==> config.mk <==
export PLATFORM = sky130hd
export DESIGN_NAME = axi_single_beat_master_flat
export DESIGN_NICKNAME = d
export VERILOG_FILES = /design/src/rtl/axi_single_beat_master_pkg.sv /design/src/rtl/axi_channel.sv /design/src/rtl/axi_single_beat_master.sv /design/src/flat_wrapper.sv
export SDC_FILE = /design/constraint.sdc
export NUM_CORES = 1
export LEC_CHECK = 0
export CORE_MARGIN = 3
export CORE_UTILIZATION = 23
export CTS_CLUSTER_SIZE = 24
export DETAILED_ROUTE_END_ITERATION = 8
export SKIP_LAST_GASP = 1
export SYNTH_ARGS = -nofsm -noshare
export SYNTH_HDL_FRONTEND = slang
export SYNTH_SLANG_ARGS = --single-unit
==> constraint.sdc <==
create_clock -name clk -period 1.7 [get_ports clk]
set_input_delay 0.17 -clock clk [delete_from_list [all_inputs] [get_ports clk]]
set_output_delay 0.17 -clock clk [all_outputs]
set_load 0.05 [all_outputs]
==> src/rtl/axi_single_beat_master_pkg.sv <==
// Shared AXI encodings, FSM state type and size helper for the single-beat master.
package axi_single_beat_master_pkg;

  typedef enum logic [1:0] {
    BURST_FIXED = 2'b00,
    BURST_INCR  = 2'b01,
    BURST_WRAP  = 2'b10
  } axi_burst_e;

  typedef enum logic [1:0] {
    RESP_OKAY   = 2'b00,
    RESP_EXOKAY = 2'b01,
    RESP_SLVERR = 2'b10,
    RESP_DECERR = 2'b11
  } axi_resp_e;

  typedef enum logic [2:0] {
    IDLE,
    WR_REQ,
    WR_RESP,
    RD_REQ,
    RD_DATA,
    RSP
  } state_e;

  function automatic logic [2:0] axi_size(input int unsigned data_width);
    return 3'($clog2(data_width / 8));
  endfunction

endpackage

==> src/rtl/axi_channel.sv <==
// AXI4 channel bundle with master/slave views.
interface axi_channel #(
  parameter int unsigned ID_WIDTH   = 4,
  parameter int unsigned ADDR_WIDTH = 32,
  parameter int unsigned DATA_WIDTH = 64,
  parameter int unsigned USER_WIDTH = 1
);
  logic [ID_WIDTH-1:0]     aw_id;
  logic [ADDR_WIDTH-1:0]   aw_addr;
  logic [7:0]              aw_len;
  logic [2:0]              aw_size;
  logic [1:0]              aw_burst;
  logic                    aw_lock;
  logic [3:0]              aw_cache;
  logic [2:0]              aw_prot;
  logic [3:0]              aw_region;
  logic [3:0]              aw_qos;
  logic [USER_WIDTH-1:0]   aw_user;
  logic                    aw_valid;
  logic                    aw_ready;

  logic [DATA_WIDTH-1:0]   w_data;
  logic [DATA_WIDTH/8-1:0] w_strb;
  logic                    w_last;
  logic [USER_WIDTH-1:0]   w_user;
  logic                    w_valid;
  logic                    w_ready;

  logic [ID_WIDTH-1:0]     b_id;
  logic [1:0]              b_resp;
  logic [USER_WIDTH-1:0]   b_user;
  logic                    b_valid;
  logic                    b_ready;

  logic [ID_WIDTH-1:0]     ar_id;
  logic [ADDR_WIDTH-1:0]   ar_addr;
  logic [7:0]              ar_len;
  logic [2:0]              ar_size;
  logic [1:0]              ar_burst;
  logic                    ar_lock;
  logic [3:0]              ar_cache;
  logic [2:0]              ar_prot;
  logic [3:0]              ar_region;
  logic [3:0]              ar_qos;
  logic [USER_WIDTH-1:0]   ar_user;
  logic                    ar_valid;
  logic                    ar_ready;

  logic [ID_WIDTH-1:0]     r_id;
  logic [DATA_WIDTH-1:0]   r_data;
  logic [1:0]              r_resp;
  logic                    r_last;
  logic [USER_WIDTH-1:0]   r_user;
  logic                    r_valid;
  logic                    r_ready;

  modport master (
    output aw_id, aw_addr, aw_len, aw_size, aw_burst, aw_lock, aw_cache, aw_prot,
           aw_region, aw_qos, aw_user, aw_valid,
    input  aw_ready,
    output w_data, w_strb, w_last, w_user, w_valid,
    input  w_ready,
    input  b_id, b_resp, b_user, b_valid,
    output b_ready,
    output ar_id, ar_addr, ar_len, ar_size, ar_burst, ar_lock, ar_cache, ar_prot,
           ar_region, ar_qos, ar_user, ar_valid,
    input  ar_ready,
    input  r_id, r_data, r_resp, r_last, r_user, r_valid,
    output r_ready
  );

  modport slave (
    input  aw_id, aw_addr, aw_len, aw_size, aw_burst, aw_lock, aw_cache, aw_prot,
           aw_region, aw_qos, aw_user, aw_valid,
    output aw_ready,
    input  w_data, w_strb, w_last, w_user, w_valid,
    output w_ready,
    output b_id, b_resp, b_user, b_valid,
    input  b_ready,
    input  ar_id, ar_addr, ar_len, ar_size, ar_burst, ar_lock, ar_cache, ar_prot,
           ar_region, ar_qos, ar_user, ar_valid,
    output ar_ready,
    output r_id, r_data, r_resp, r_last, r_user, r_valid,
    input  r_ready
  );
endinterface

==> src/rtl/axi_single_beat_master.sv <==
// Turns a simple request/response port into single-beat AXI4 transactions,
// one outstanding at a time.
module axi_single_beat_master
  import axi_single_beat_master_pkg::*;
#(
  parameter int unsigned ID_WIDTH   = 4,
  parameter int unsigned ADDR_WIDTH = 32,
  parameter int unsigned DATA_WIDTH = 64,
  parameter int unsigned USER_WIDTH = 1,
  parameter int unsigned TXN_ID     = 0
) (
  input  logic                    clk,
  input  logic                    rstn,
  input  logic                    req_valid,
  output logic                    req_ready,
  input  logic                    req_we,
  input  logic [ADDR_WIDTH-1:0]   req_addr,
  input  logic [DATA_WIDTH-1:0]   req_wdata,
  input  logic [DATA_WIDTH/8-1:0] req_wstrb,
  output logic                    rsp_valid,
  input  logic                    rsp_ready,
  output logic [DATA_WIDTH-1:0]   rsp_rdata,
  output logic                    rsp_err,
  axi_channel.master              outgoing_openip
);

  localparam logic [2:0]          SIZE_ENC = axi_size(DATA_WIDTH);
  localparam logic [ID_WIDTH-1:0] ID_VAL   = ID_WIDTH'(TXN_ID);

  state_e state_q, state_d;

  logic [ADDR_WIDTH-1:0]   addr_q;
  logic [DATA_WIDTH-1:0]   wdata_q;
  logic [DATA_WIDTH/8-1:0] wstrb_q;
  logic [DATA_WIDTH-1:0]   rdata_q;
  logic                    err_q;
  logic                    aw_done_q, w_done_q, r_first_q;

  logic aw_vld, w_vld, ar_vld, b_rdy, r_rdy;
  logic req_hs, aw_hs, w_hs, b_hs, ar_hs, r_hs;
  logic b_bad, r_bad;
  logic unused_user;

  assign req_hs = req_valid & req_ready;
  assign aw_hs  = aw_vld & outgoing_openip.aw_ready;
  assign w_hs   = w_vld  & outgoing_openip.w_ready;
  assign b_hs   = b_rdy  & outgoing_openip.b_valid;
  assign ar_hs  = ar_vld & outgoing_openip.ar_ready;
  assign r_hs   = r_rdy  & outgoing_openip.r_valid;

  assign b_bad = (outgoing_openip.b_resp == RESP_SLVERR) || (outgoing_openip.b_resp == RESP_DECERR) ||
                 (outgoing_openip.b_id != ID_VAL);
  assign r_bad = (outgoing_openip.r_resp == RESP_SLVERR) || (outgoing_openip.r_resp == RESP_DECERR) ||
                 (outgoing_openip.r_id != ID_VAL);

  always_ff @(posedge clk) begin
    if (!rstn) state_q <= IDLE;
    else       state_q <= state_d;
  end

  always_comb begin
    state_d = state_q;
    unique case (state_q)
      IDLE:    if (req_hs) state_d = req_we ? WR_REQ : RD_REQ;
      WR_REQ:  if ((aw_done_q | aw_hs) && (w_done_q | w_hs)) state_d = WR_RESP;
      WR_RESP: if (b_hs) state_d = RSP;
      RD_REQ:  if (ar_hs) state_d = RD_DATA;
      RD_DATA: if (r_hs && outgoing_openip.r_last) state_d = RSP;
      RSP:     if (rsp_ready) state_d = IDLE;
      default: state_d = IDLE;
    endcase
  end

  // req_ready is gated by rstn so it stays low while reset is held.
  always_comb begin
    req_ready = 1'b0;
    rsp_valid = 1'b0;
    aw_vld    = 1'b0;
    w_vld     = 1'b0;
    ar_vld    = 1'b0;
    b_rdy     = 1'b0;
    r_rdy     = 1'b0;
    unique case (state_q)
      IDLE:    req_ready = rstn;
      WR_REQ: begin
        aw_vld = ~aw_done_q;
        w_vld  = ~w_done_q;
      end
      WR_RESP: b_rdy     = 1'b1;
      RD_REQ:  ar_vld    = 1'b1;
      RD_DATA: r_rdy     = 1'b1;
      RSP:     rsp_valid = 1'b1;
      default: ;
    endcase
  end

  // Only the first R beat carries data; a missing r_last on it flags the error,
  // and the remaining beats are drained without touching the captured result.
  always_ff @(posedge clk) begin
    if (!rstn) begin
      addr_q    <= '0;
      wdata_q   <= '0;
      wstrb_q   <= '0;
      rdata_q   <= '0;
      err_q     <= 1'b0;
      aw_done_q <= 1'b0;
      w_done_q  <= 1'b0;
      r_first_q <= 1'b0;
    end else begin
      if (req_hs) begin
        addr_q    <= req_addr;
        wdata_q   <= req_wdata;
        wstrb_q   <= req_wstrb;
        aw_done_q <= 1'b0;
        w_done_q  <= 1'b0;
        r_first_q <= 1'b1;
      end
      if (aw_hs) aw_done_q <= 1'b1;
      if (w_hs)  w_done_q  <= 1'b1;
      if (b_hs) begin
        rdata_q <= '0;
        err_q   <= b_bad;
      end
      if (r_hs && r_first_q) begin
        rdata_q   <= outgoing_openip.r_data;
        err_q     <= r_bad | ~outgoing_openip.r_last;
        r_first_q <= 1'b0;
      end
    end
  end

  assign rsp_rdata = rdata_q;
  assign rsp_err   = err_q;

  assign outgoing_openip.aw_id     = ID_VAL;
  assign outgoing_openip.aw_addr   = addr_q;
  assign outgoing_openip.aw_len    = '0;
  assign outgoing_openip.aw_size   = SIZE_ENC;
  assign outgoing_openip.aw_burst  = BURST_INCR;
  assign outgoing_openip.aw_lock   = 1'b0;
  assign outgoing_openip.aw_cache  = '0;
  assign outgoing_openip.aw_prot   = '0;
  assign outgoing_openip.aw_region = '0;
  assign outgoing_openip.aw_qos    = '0;
  assign outgoing_openip.aw_user   = '0;
  assign outgoing_openip.aw_valid  = aw_vld;

  assign outgoing_openip.w_data    = wdata_q;
  assign outgoing_openip.w_strb    = wstrb_q;
  assign outgoing_openip.w_last    = 1'b1;
  assign outgoing_openip.w_user    = '0;
  assign outgoing_openip.w_valid   = w_vld;

  assign outgoing_openip.b_ready   = b_rdy;

  assign outgoing_openip.ar_id     = ID_VAL;
  assign outgoing_openip.ar_addr   = addr_q;
  assign outgoing_openip.ar_len    = '0;
  assign outgoing_openip.ar_size   = SIZE_ENC;
  assign outgoing_openip.ar_burst  = BURST_INCR;
  assign outgoing_openip.ar_lock   = 1'b0;
  assign outgoing_openip.ar_cache  = '0;
  assign outgoing_openip.ar_prot   = '0;
  assign outgoing_openip.ar_region = '0;
  assign outgoing_openip.ar_qos    = '0;
  assign outgoing_openip.ar_user   = '0;
  assign outgoing_openip.ar_valid  = ar_vld;

  assign outgoing_openip.r_ready   = r_rdy;

  assign unused_user = ^{outgoing_openip.b_user, outgoing_openip.r_user};

endmodule

==> src/flat_wrapper.sv <==
// flat-port wrapper written by rule: the top's interface ports become plain ports
module axi_single_beat_master_flat import axi_single_beat_master_pkg::*;
#(
  parameter int unsigned ID_WIDTH   = 4,
  parameter int unsigned ADDR_WIDTH = 32,
  parameter int unsigned DATA_WIDTH = 64,
  parameter int unsigned USER_WIDTH = 1,
  parameter int unsigned TXN_ID     = 0
)
  (clk, rstn, req_valid, req_ready, req_we, req_addr, req_wdata, req_wstrb, rsp_valid, rsp_ready, rsp_rdata, rsp_err, outgoing_openip_aw_id, outgoing_openip_aw_addr, outgoing_openip_aw_len, outgoing_openip_aw_size, outgoing_openip_aw_burst, outgoing_openip_aw_lock, outgoing_openip_aw_cache, outgoing_openip_aw_prot, outgoing_openip_aw_region, outgoing_openip_aw_qos, outgoing_openip_aw_user, outgoing_openip_aw_valid, outgoing_openip_aw_ready, outgoing_openip_w_data, outgoing_openip_w_strb, outgoing_openip_w_last, outgoing_openip_w_user, outgoing_openip_w_valid, outgoing_openip_w_ready, outgoing_openip_b_id, outgoing_openip_b_resp, outgoing_openip_b_user, outgoing_openip_b_valid, outgoing_openip_b_ready, outgoing_openip_ar_id, outgoing_openip_ar_addr, outgoing_openip_ar_len, outgoing_openip_ar_size, outgoing_openip_ar_burst, outgoing_openip_ar_lock, outgoing_openip_ar_cache, outgoing_openip_ar_prot, outgoing_openip_ar_region, outgoing_openip_ar_qos, outgoing_openip_ar_user, outgoing_openip_ar_valid, outgoing_openip_ar_ready, outgoing_openip_r_id, outgoing_openip_r_data, outgoing_openip_r_resp, outgoing_openip_r_last, outgoing_openip_r_user, outgoing_openip_r_valid, outgoing_openip_r_ready);
  axi_channel #(.ID_WIDTH(ID_WIDTH), .ADDR_WIDTH(ADDR_WIDTH), .DATA_WIDTH(DATA_WIDTH), .USER_WIDTH(USER_WIDTH)) outgoing_openip_i ();
  input  logic clk;
  input  logic rstn;
  input  logic req_valid;
  output logic req_ready;
  input  logic req_we;
  input  logic [ADDR_WIDTH-1:0] req_addr;
  input  logic [DATA_WIDTH-1:0] req_wdata;
  input  logic [DATA_WIDTH/8-1:0] req_wstrb;
  output logic rsp_valid;
  input  logic rsp_ready;
  output logic [DATA_WIDTH-1:0] rsp_rdata;
  output logic rsp_err;
  output wire logic [$bits(outgoing_openip_i.aw_id)-1:0] outgoing_openip_aw_id;
  output wire logic [$bits(outgoing_openip_i.aw_addr)-1:0] outgoing_openip_aw_addr;
  output wire logic [$bits(outgoing_openip_i.aw_len)-1:0] outgoing_openip_aw_len;
  output wire logic [$bits(outgoing_openip_i.aw_size)-1:0] outgoing_openip_aw_size;
  output wire logic [$bits(outgoing_openip_i.aw_burst)-1:0] outgoing_openip_aw_burst;
  output wire logic [$bits(outgoing_openip_i.aw_lock)-1:0] outgoing_openip_aw_lock;
  output wire logic [$bits(outgoing_openip_i.aw_cache)-1:0] outgoing_openip_aw_cache;
  output wire logic [$bits(outgoing_openip_i.aw_prot)-1:0] outgoing_openip_aw_prot;
  output wire logic [$bits(outgoing_openip_i.aw_region)-1:0] outgoing_openip_aw_region;
  output wire logic [$bits(outgoing_openip_i.aw_qos)-1:0] outgoing_openip_aw_qos;
  output wire logic [$bits(outgoing_openip_i.aw_user)-1:0] outgoing_openip_aw_user;
  output wire logic [$bits(outgoing_openip_i.aw_valid)-1:0] outgoing_openip_aw_valid;
  input wire logic [$bits(outgoing_openip_i.aw_ready)-1:0] outgoing_openip_aw_ready;
  output wire logic [$bits(outgoing_openip_i.w_data)-1:0] outgoing_openip_w_data;
  output wire logic [$bits(outgoing_openip_i.w_strb)-1:0] outgoing_openip_w_strb;
  output wire logic [$bits(outgoing_openip_i.w_last)-1:0] outgoing_openip_w_last;
  output wire logic [$bits(outgoing_openip_i.w_user)-1:0] outgoing_openip_w_user;
  output wire logic [$bits(outgoing_openip_i.w_valid)-1:0] outgoing_openip_w_valid;
  input wire logic [$bits(outgoing_openip_i.w_ready)-1:0] outgoing_openip_w_ready;
  input wire logic [$bits(outgoing_openip_i.b_id)-1:0] outgoing_openip_b_id;
  input wire logic [$bits(outgoing_openip_i.b_resp)-1:0] outgoing_openip_b_resp;
  input wire logic [$bits(outgoing_openip_i.b_user)-1:0] outgoing_openip_b_user;
  input wire logic [$bits(outgoing_openip_i.b_valid)-1:0] outgoing_openip_b_valid;
  output wire logic [$bits(outgoing_openip_i.b_ready)-1:0] outgoing_openip_b_ready;
  output wire logic [$bits(outgoing_openip_i.ar_id)-1:0] outgoing_openip_ar_id;
  output wire logic [$bits(outgoing_openip_i.ar_addr)-1:0] outgoing_openip_ar_addr;
  output wire logic [$bits(outgoing_openip_i.ar_len)-1:0] outgoing_openip_ar_len;
  output wire logic [$bits(outgoing_openip_i.ar_size)-1:0] outgoing_openip_ar_size;
  output wire logic [$bits(outgoing_openip_i.ar_burst)-1:0] outgoing_openip_ar_burst;
  output wire logic [$bits(outgoing_openip_i.ar_lock)-1:0] outgoing_openip_ar_lock;
  output wire logic [$bits(outgoing_openip_i.ar_cache)-1:0] outgoing_openip_ar_cache;
  output wire logic [$bits(outgoing_openip_i.ar_prot)-1:0] outgoing_openip_ar_prot;
  output wire logic [$bits(outgoing_openip_i.ar_region)-1:0] outgoing_openip_ar_region;
  output wire logic [$bits(outgoing_openip_i.ar_qos)-1:0] outgoing_openip_ar_qos;
  output wire logic [$bits(outgoing_openip_i.ar_user)-1:0] outgoing_openip_ar_user;
  output wire logic [$bits(outgoing_openip_i.ar_valid)-1:0] outgoing_openip_ar_valid;
  input wire logic [$bits(outgoing_openip_i.ar_ready)-1:0] outgoing_openip_ar_ready;
  input wire logic [$bits(outgoing_openip_i.r_id)-1:0] outgoing_openip_r_id;
  input wire logic [$bits(outgoing_openip_i.r_data)-1:0] outgoing_openip_r_data;
  input wire logic [$bits(outgoing_openip_i.r_resp)-1:0] outgoing_openip_r_resp;
  input wire logic [$bits(outgoing_openip_i.r_last)-1:0] outgoing_openip_r_last;
  input wire logic [$bits(outgoing_openip_i.r_user)-1:0] outgoing_openip_r_user;
  input wire logic [$bits(outgoing_openip_i.r_valid)-1:0] outgoing_openip_r_valid;
  output wire logic [$bits(outgoing_openip_i.r_ready)-1:0] outgoing_openip_r_ready;
  assign outgoing_openip_aw_id = outgoing_openip_i.aw_id;
  assign outgoing_openip_aw_addr = outgoing_openip_i.aw_addr;
  assign outgoing_openip_aw_len = outgoing_openip_i.aw_len;
  assign outgoing_openip_aw_size = outgoing_openip_i.aw_size;
  assign outgoing_openip_aw_burst = outgoing_openip_i.aw_burst;
  assign outgoing_openip_aw_lock = outgoing_openip_i.aw_lock;
  assign outgoing_openip_aw_cache = outgoing_openip_i.aw_cache;
  assign outgoing_openip_aw_prot = outgoing_openip_i.aw_prot;
  assign outgoing_openip_aw_region = outgoing_openip_i.aw_region;
  assign outgoing_openip_aw_qos = outgoing_openip_i.aw_qos;
  assign outgoing_openip_aw_user = outgoing_openip_i.aw_user;
  assign outgoing_openip_aw_valid = outgoing_openip_i.aw_valid;
  assign outgoing_openip_i.aw_ready = outgoing_openip_aw_ready;
  assign outgoing_openip_w_data = outgoing_openip_i.w_data;
  assign outgoing_openip_w_strb = outgoing_openip_i.w_strb;
  assign outgoing_openip_w_last = outgoing_openip_i.w_last;
  assign outgoing_openip_w_user = outgoing_openip_i.w_user;
  assign outgoing_openip_w_valid = outgoing_openip_i.w_valid;
  assign outgoing_openip_i.w_ready = outgoing_openip_w_ready;
  assign outgoing_openip_i.b_id = outgoing_openip_b_id;
  assign outgoing_openip_i.b_resp = outgoing_openip_b_resp;
  assign outgoing_openip_i.b_user = outgoing_openip_b_user;
  assign outgoing_openip_i.b_valid = outgoing_openip_b_valid;
  assign outgoing_openip_b_ready = outgoing_openip_i.b_ready;
  assign outgoing_openip_ar_id = outgoing_openip_i.ar_id;
  assign outgoing_openip_ar_addr = outgoing_openip_i.ar_addr;
  assign outgoing_openip_ar_len = outgoing_openip_i.ar_len;
  assign outgoing_openip_ar_size = outgoing_openip_i.ar_size;
  assign outgoing_openip_ar_burst = outgoing_openip_i.ar_burst;
  assign outgoing_openip_ar_lock = outgoing_openip_i.ar_lock;
  assign outgoing_openip_ar_cache = outgoing_openip_i.ar_cache;
  assign outgoing_openip_ar_prot = outgoing_openip_i.ar_prot;
  assign outgoing_openip_ar_region = outgoing_openip_i.ar_region;
  assign outgoing_openip_ar_qos = outgoing_openip_i.ar_qos;
  assign outgoing_openip_ar_user = outgoing_openip_i.ar_user;
  assign outgoing_openip_ar_valid = outgoing_openip_i.ar_valid;
  assign outgoing_openip_i.ar_ready = outgoing_openip_ar_ready;
  assign outgoing_openip_i.r_id = outgoing_openip_r_id;
  assign outgoing_openip_i.r_data = outgoing_openip_r_data;
  assign outgoing_openip_i.r_resp = outgoing_openip_r_resp;
  assign outgoing_openip_i.r_last = outgoing_openip_r_last;
  assign outgoing_openip_i.r_user = outgoing_openip_r_user;
  assign outgoing_openip_i.r_valid = outgoing_openip_r_valid;
  assign outgoing_openip_r_ready = outgoing_openip_i.r_ready;
  axi_single_beat_master #(.ID_WIDTH(ID_WIDTH), .ADDR_WIDTH(ADDR_WIDTH), .DATA_WIDTH(DATA_WIDTH), .USER_WIDTH(USER_WIDTH), .TXN_ID(TXN_ID)) u_core (.clk(clk), .rstn(rstn), .req_valid(req_valid), .req_ready(req_ready), .req_we(req_we), .req_addr(req_addr), .req_wdata(req_wdata), .req_wstrb(req_wstrb), .rsp_valid(rsp_valid), .rsp_ready(rsp_ready), .rsp_rdata(rsp_rdata), .rsp_err(rsp_err), .outgoing_openip(outgoing_openip_i));
endmodule
======== Yosys cells after proc, flatten, opt, wreduce, memory -nomap -nowiden ========
Cells that the tools add are included.
word-level totals
  input port bits ......................... 193
  flip-flop bits (word level) ............. 175
  output and inout port bits .............. 278
operators by class
  multiplexer cells ....................... 22
  eq/ne operators ......................... 15
  bitwise operators ....................... 13
  reduce and logical (&&, ||, !) cells .... 15
operator list
  kind                                                                     count
  64-bit 2-to-1 mux                                                        2
  3-bit 2-to-1 mux                                                         6
  3-bit case mux with 6 select lines                                       1
  1-bit 2-to-1 mux                                                         12
  2-bit by 1-bit inequality test with 1-bit output, second input constant  5
  2-bit equality test, second input constant                               4
  4-bit nonzero test                                                       2
  1-bit bitwise AND                                                        6
  3-bit by 2-bit equality test with 1-bit output, second input constant    2
  3-bit equality test, second input constant                               2
  6-bit AND reduction                                                      1
  2-bit nonzero test                                                       3
  1-bit logical OR                                                         4
  1-bit NOT                                                                4
  3-bit by 1-bit equality test with 1-bit output, second input constant    1
  1-bit logical AND                                                        3
  3-bit zero test                                                          1
  1-bit bitwise OR                                                         3
  2-bit 2-to-1 mux                                                         1
  2-bit inequality test, second input constant                             1
  2-bit OR reduction                                                       1

======== Longest topological paths before layout ========
  word-level depth ........................ 7
  depth in mapped cells ................... 8
  gate-level depth less buffers ........... 4

======== Least setup slack after synthesis ========
No wires, ideal clock.
  path type ............................... register to register
  start ................................... register u_core.state_q[1]
  end ..................................... register u_core.rdata_q[32], in the netlist u_core.rsp_rdata[32]
  stages on the path, launching flop included .. 8
  period minus slack after synthesis ...... 2.601 ns
  arrival ................................. 2.474 ns
  path slack .............................. -0.901 ns
  library setup time ...................... 0.128 ns
  cell sequence ........................... dfxtp_1 -> buf_2 -> nor3b_1 -> a32oi_1 -> buf_2 -> buf_6 -> a22oi_1 -> nor2_1
between the ends
  elaborated cells on any way between the ends .. 9
  classes of those cells .................. eq/ne: 2; mux: 3; bitwise: 2; reduce/logical: 2
RTL lines
  what                                            RTL line                       RTL
  start: declaration                              axi_single_beat_master.sv:30   state_e state_q, state_d;
  start signal: assignment                        axi_single_beat_master.sv:58   else state_q <= state_d;
  3-bit by 2-bit equality test with 1-bit output  axi_single_beat_master.sv:83   unique case (state_q)
  1-bit 2-to-1 mux                                axi_single_beat_master.sv:83
  named net outgoing_openip_b_ready               flat_wrapper.sv:47             output wire logic [$bits(outgoing_openip_i.b_ready)-1:0] outgoing_openip_b_ready;
  1-bit bitwise AND                               axi_single_beat_master.sv:47   assign b_hs = b_rdy & outgoing_openip.b_valid;
  2-bit nonzero test (no source line)             n/a
  end signal: assignment                          axi_single_beat_master.sv:125  rdata_q <= outgoing_openip.r_data;
  end: declaration                                axi_single_beat_master.sv:35   logic [DATA_WIDTH-1:0] rdata_q;
The timed path passes the listed nets, and every way through them passes these cells.
A chain may end at the register's enable or synchronous reset.

======== Worst setup path in the final report ========
  start ................................... register u_core.state_q[1]
  end ..................................... output port outgoing_openip_ar_valid
between the ends
  word-level cells in the longest chain between the ends .. 2
ends and longest elaborated chain
  what                                            RTL line                      RTL
  3-bit by 2-bit equality test with 1-bit output  axi_single_beat_master.sv:83
  1-bit 2-to-1 mux                                axi_single_beat_master.sv:83
  end: declaration                                flat_wrapper.sv:59            output wire logic [$bits(outgoing_openip_i.ar_valid)-1:0] outgoing_openip_ar_valid;
No other way between the ends.

==> metrics.txt <==
reg2reg end=u_core.rsp_rdata[11]$_SDFFE_PN0P_; drt total wl=24750 um; EDFF count, synth=0; num rows=63; reg2reg path depth=6; H-tree depth=4; GR Util met3=0.05342; Post-Synthesis Cells=828; R2R Path Start=u_core.state_q[2]$_SDFFE_PN0P_; crit path max-delay cell type=dfxtp_4; count of cell types in the netlist=37; Post-DRT Antenna Nets=0; Die Ht=182.1 um; Worst-Skew Late Latency=0.42 ns; first-pass GRT wire length=37380 um; Sw Ratio=0.4331; Worst path top cell family by delay=flip-flops; synth top area cells=dfxtp_1 49%, nand2_1 11%, buf_4 11%; Max Cap Viol=0; Layout area overhead=61.82%; Net Switching=6.880 mW; status=finished clean; class of the worst hold path=input port to register; number of antenna violations at the first check in global routing=1; Final Slew Violations=0; worst clock skew=0.01075 ns; routing usage on met1=0.1725; Total Power=15.88 mW; CTS tree=done; Main synth FF type=dfxtp_1; number of global-route vias before repair=6540; drt drc=0; cell taking the most area after synthesis=dfxtp_1; required time of the critical path=1.53 ns; CP Buf/Inv Count=2; fill cell count=3111; unrepaired setup endpoints after global routing=yes; routed vias/inst=4.150; Internal Power=9.005 mW; Worst setup SP type=register; synthesized cell area=7132 um2; Compound-Gate Fraction of Synth Area=0.1056; Lkg Pwr=5.456 nW; Crit. Startpoint=u_core.state_q[1]$_SDFFE_PN0P_; Crit path depth=4; drt pass-1 iters=4; CTS root buf=clkbuf_16; fin crit share=0.9760; Comb pwr share=0.427; Avg WL per Cell=15.57 um; fraction of registers with async set/reset=0; HPWL after DPL=18500 um; Simple-Gate Fraction of Synth Area=0.2451; fraction of layout cells with a size suffix above 1=0.2025; #FFs+latches synth=175; clock-pin slew on the worst setup and hold paths=0.07 ns; ant diodes=0; Clock Path Buffers=2; crit end category=output pin; Max-slew headroom=0.6438; Seq pwr share=0.323; Seq/Total Area, Yosys=0.4912; Nets=1380; CTS Sinks=175; # IOs=471; vias=6599; worst setup margin=0.04080 ns; power density over cell area=1376 nW/um2; core area=30110 um2; final count of negative-setup-slack endpoints=0; worst slew pin tran=0.5364 ns; commonest non-fill, non-tap cell in the layout=nand2_1; Synth Area per Inst=8.613 um2; Synth Area in XOR/XNOR=0; Fin Setup TNS=0 ns; Yosys top cell area share=0.4912; largest net degree at the start of global routing=60; chip width=182.1 um; YS warnings=0; gr usage total=0.1401; worst vdd ir=0.0006035 V; commonest non-fill, non-tap cells in the layout=214 x nand2_1, 187 x clkdlybuf4s50_1, 172 x dfxtp_1; initial core utilization=0.2368; DIE AREA=33160 um2; CP cell instances=buf_4 -> nor2b_2 -> and2_1 -> buf_12; hold buffer count at CTS=0; Buffers on Ports=396; Setup Crit Path Kind=register to output pin; largest family of logic cells by synthesized area=simple AND/OR/NAND/NOR gates; final hold violations=0; worst hold start=rstn; crit path time final=1.659 ns; Placer Congestion=0.7340; grt ovf=0; CP max FO=5; Setup WS pre-CTS=-0.07236 ns; internal reg-to-reg setup slack=0.14 ns; worst setup path end=outgoing_openip_ar_valid; Crit path arrival time=1.49 ns; gr busiest metal=met2; critical path's largest stage delay=0.39 ns; clock share of power=0.250; multiplexer share of the synthesized area=0.002807; DRT iter0 DRCs=235; number of buffers created by CTS=17; Fmax achieved=602.7 MHz; Post-Synth Adder-Cell Area=0; met2 GRT Util=0.2330
[layer usage]
metal | vias to the layer above | wire length, um
li1 | 3281 | -
met1 | 3041 | 10490
met2 | 260 | 11720
met3 | 15 | 2262
met4 | 2 | 280
met5 | - | 7
[power groups by stage]
stage	Clock (mW)	Sequential [mW]	Combinational, mW
2_1_floorplan	0	7.01	2.84
3_3_place_gp	0	5.19	6.94
3_5_place_dp	0	5.21	6.96
4_1_cts	4.18	5.13	6.78
5_1_grt	4.35	5.23	7.14
6_report	3.98	5.13	6.77
[worst reg2reg max path, stage by stage (launching register included)]
cell     delay (ns)
dfxtp_4        0.42
nor3b_4        0.26
buf_4          0.16
a32oi_4        0.16
buf_12         0.22
a22oi_1        0.16
nor2_1         0.06
[cell usage after synthesis, types with 2 or more instances]
library cell    n
and2_1          4
conb_1          2
a22oi_2        33
buf_4         107
buf_2          12
nor2b_1         2
and3_1          2
nor3b_1         2
dfxtp_1       175
nand2_1       215
mux2i_1         2
clkbuf_1       28
a22oi_1        31
buf_1           4
nand3b_1        2
nand3_1       108
buf_6          10
nor2_1         70
[through the flow]
step                instances  area (um2)  hold WS [ns]  utilization
global placement         1555       11010        0.4399       0.3657
floorplan                 896        7462        0.2690            -
global route             1590       11540        0.1532       0.3833
finish                   1590       11540        0.1467       0.3833
detailed placement       1555       11010        0.4456       0.3657
CTS                      1588       11500        0.1284       0.3819
[sequential cells by signal (all words and copies together), names as in the netlist]
| register | cells |
|---|---|
| u_core.r_first_q | 1 |
| u_core.aw_done_q | 1 |
| u_core.outgoing_openip.ar_addr | 32 |
| u_core.rsp_rdata | 64 |
| u_core.rsp_err | 1 |
| u_core.state_q | 3 |
| u_core.w_done_q | 1 |
| u_core.outgoing_openip.w_strb | 8 |
| u_core.outgoing_openip.w_data | 64 |
[cells by family after synthesis]
group,count (synthesis)
simple gates,411
flops,175
buf+inv,162
compound gates,76
mux,2
other cells,2
[cell type report]
class / count / area [um2] / share of cell area
tap: 390 / 488.0 / 0.04228
sequential: 175 / 3515 / 0.3045
inverter: 1 / 3.754 / 0.0003252
timing repair buffer: 433 / 4050 / 0.3509
clock buffer: 19 / 442.9 / 0.03838
clock inverter: 13 / 140.1 / 0.01214
multi-input combinational: 559 / 2902 / 0.2514
[how the worst min path moves through the flow]
stage	to	cells past startpoint	slack (ns)
2_1_floorplan	u_core.outgoing_openip.ar_addr[0]$_SDFFE_PN0P_	2	0.27
3_3_place_gp	u_core.outgoing_openip.w_strb[2]$_SDFFE_PN0P_	2	0.44
3_5_place_dp	u_core.outgoing_openip.w_strb[4]$_SDFFE_PN0P_	2	0.45
4_1_cts	u_core.w_done_q$_SDFFE_PN0P_	3	0.13
5_1_grt	u_core.w_done_q$_SDFFE_PN0P_	3	0.15
6_report	u_core.w_done_q$_SDFFE_PN0P_	3	0.15
[what timing repair did]
| action | 4_1_cts | 5_1_grt |
|---|---|---|
| resized for setup | 103 | 8 |
| pin swaps | 2 | 1 |
| setup buffers | 1 | 2 |
| setup endpoints to repair | 101 | 65 |
Power figures use the tool's default switching activity.
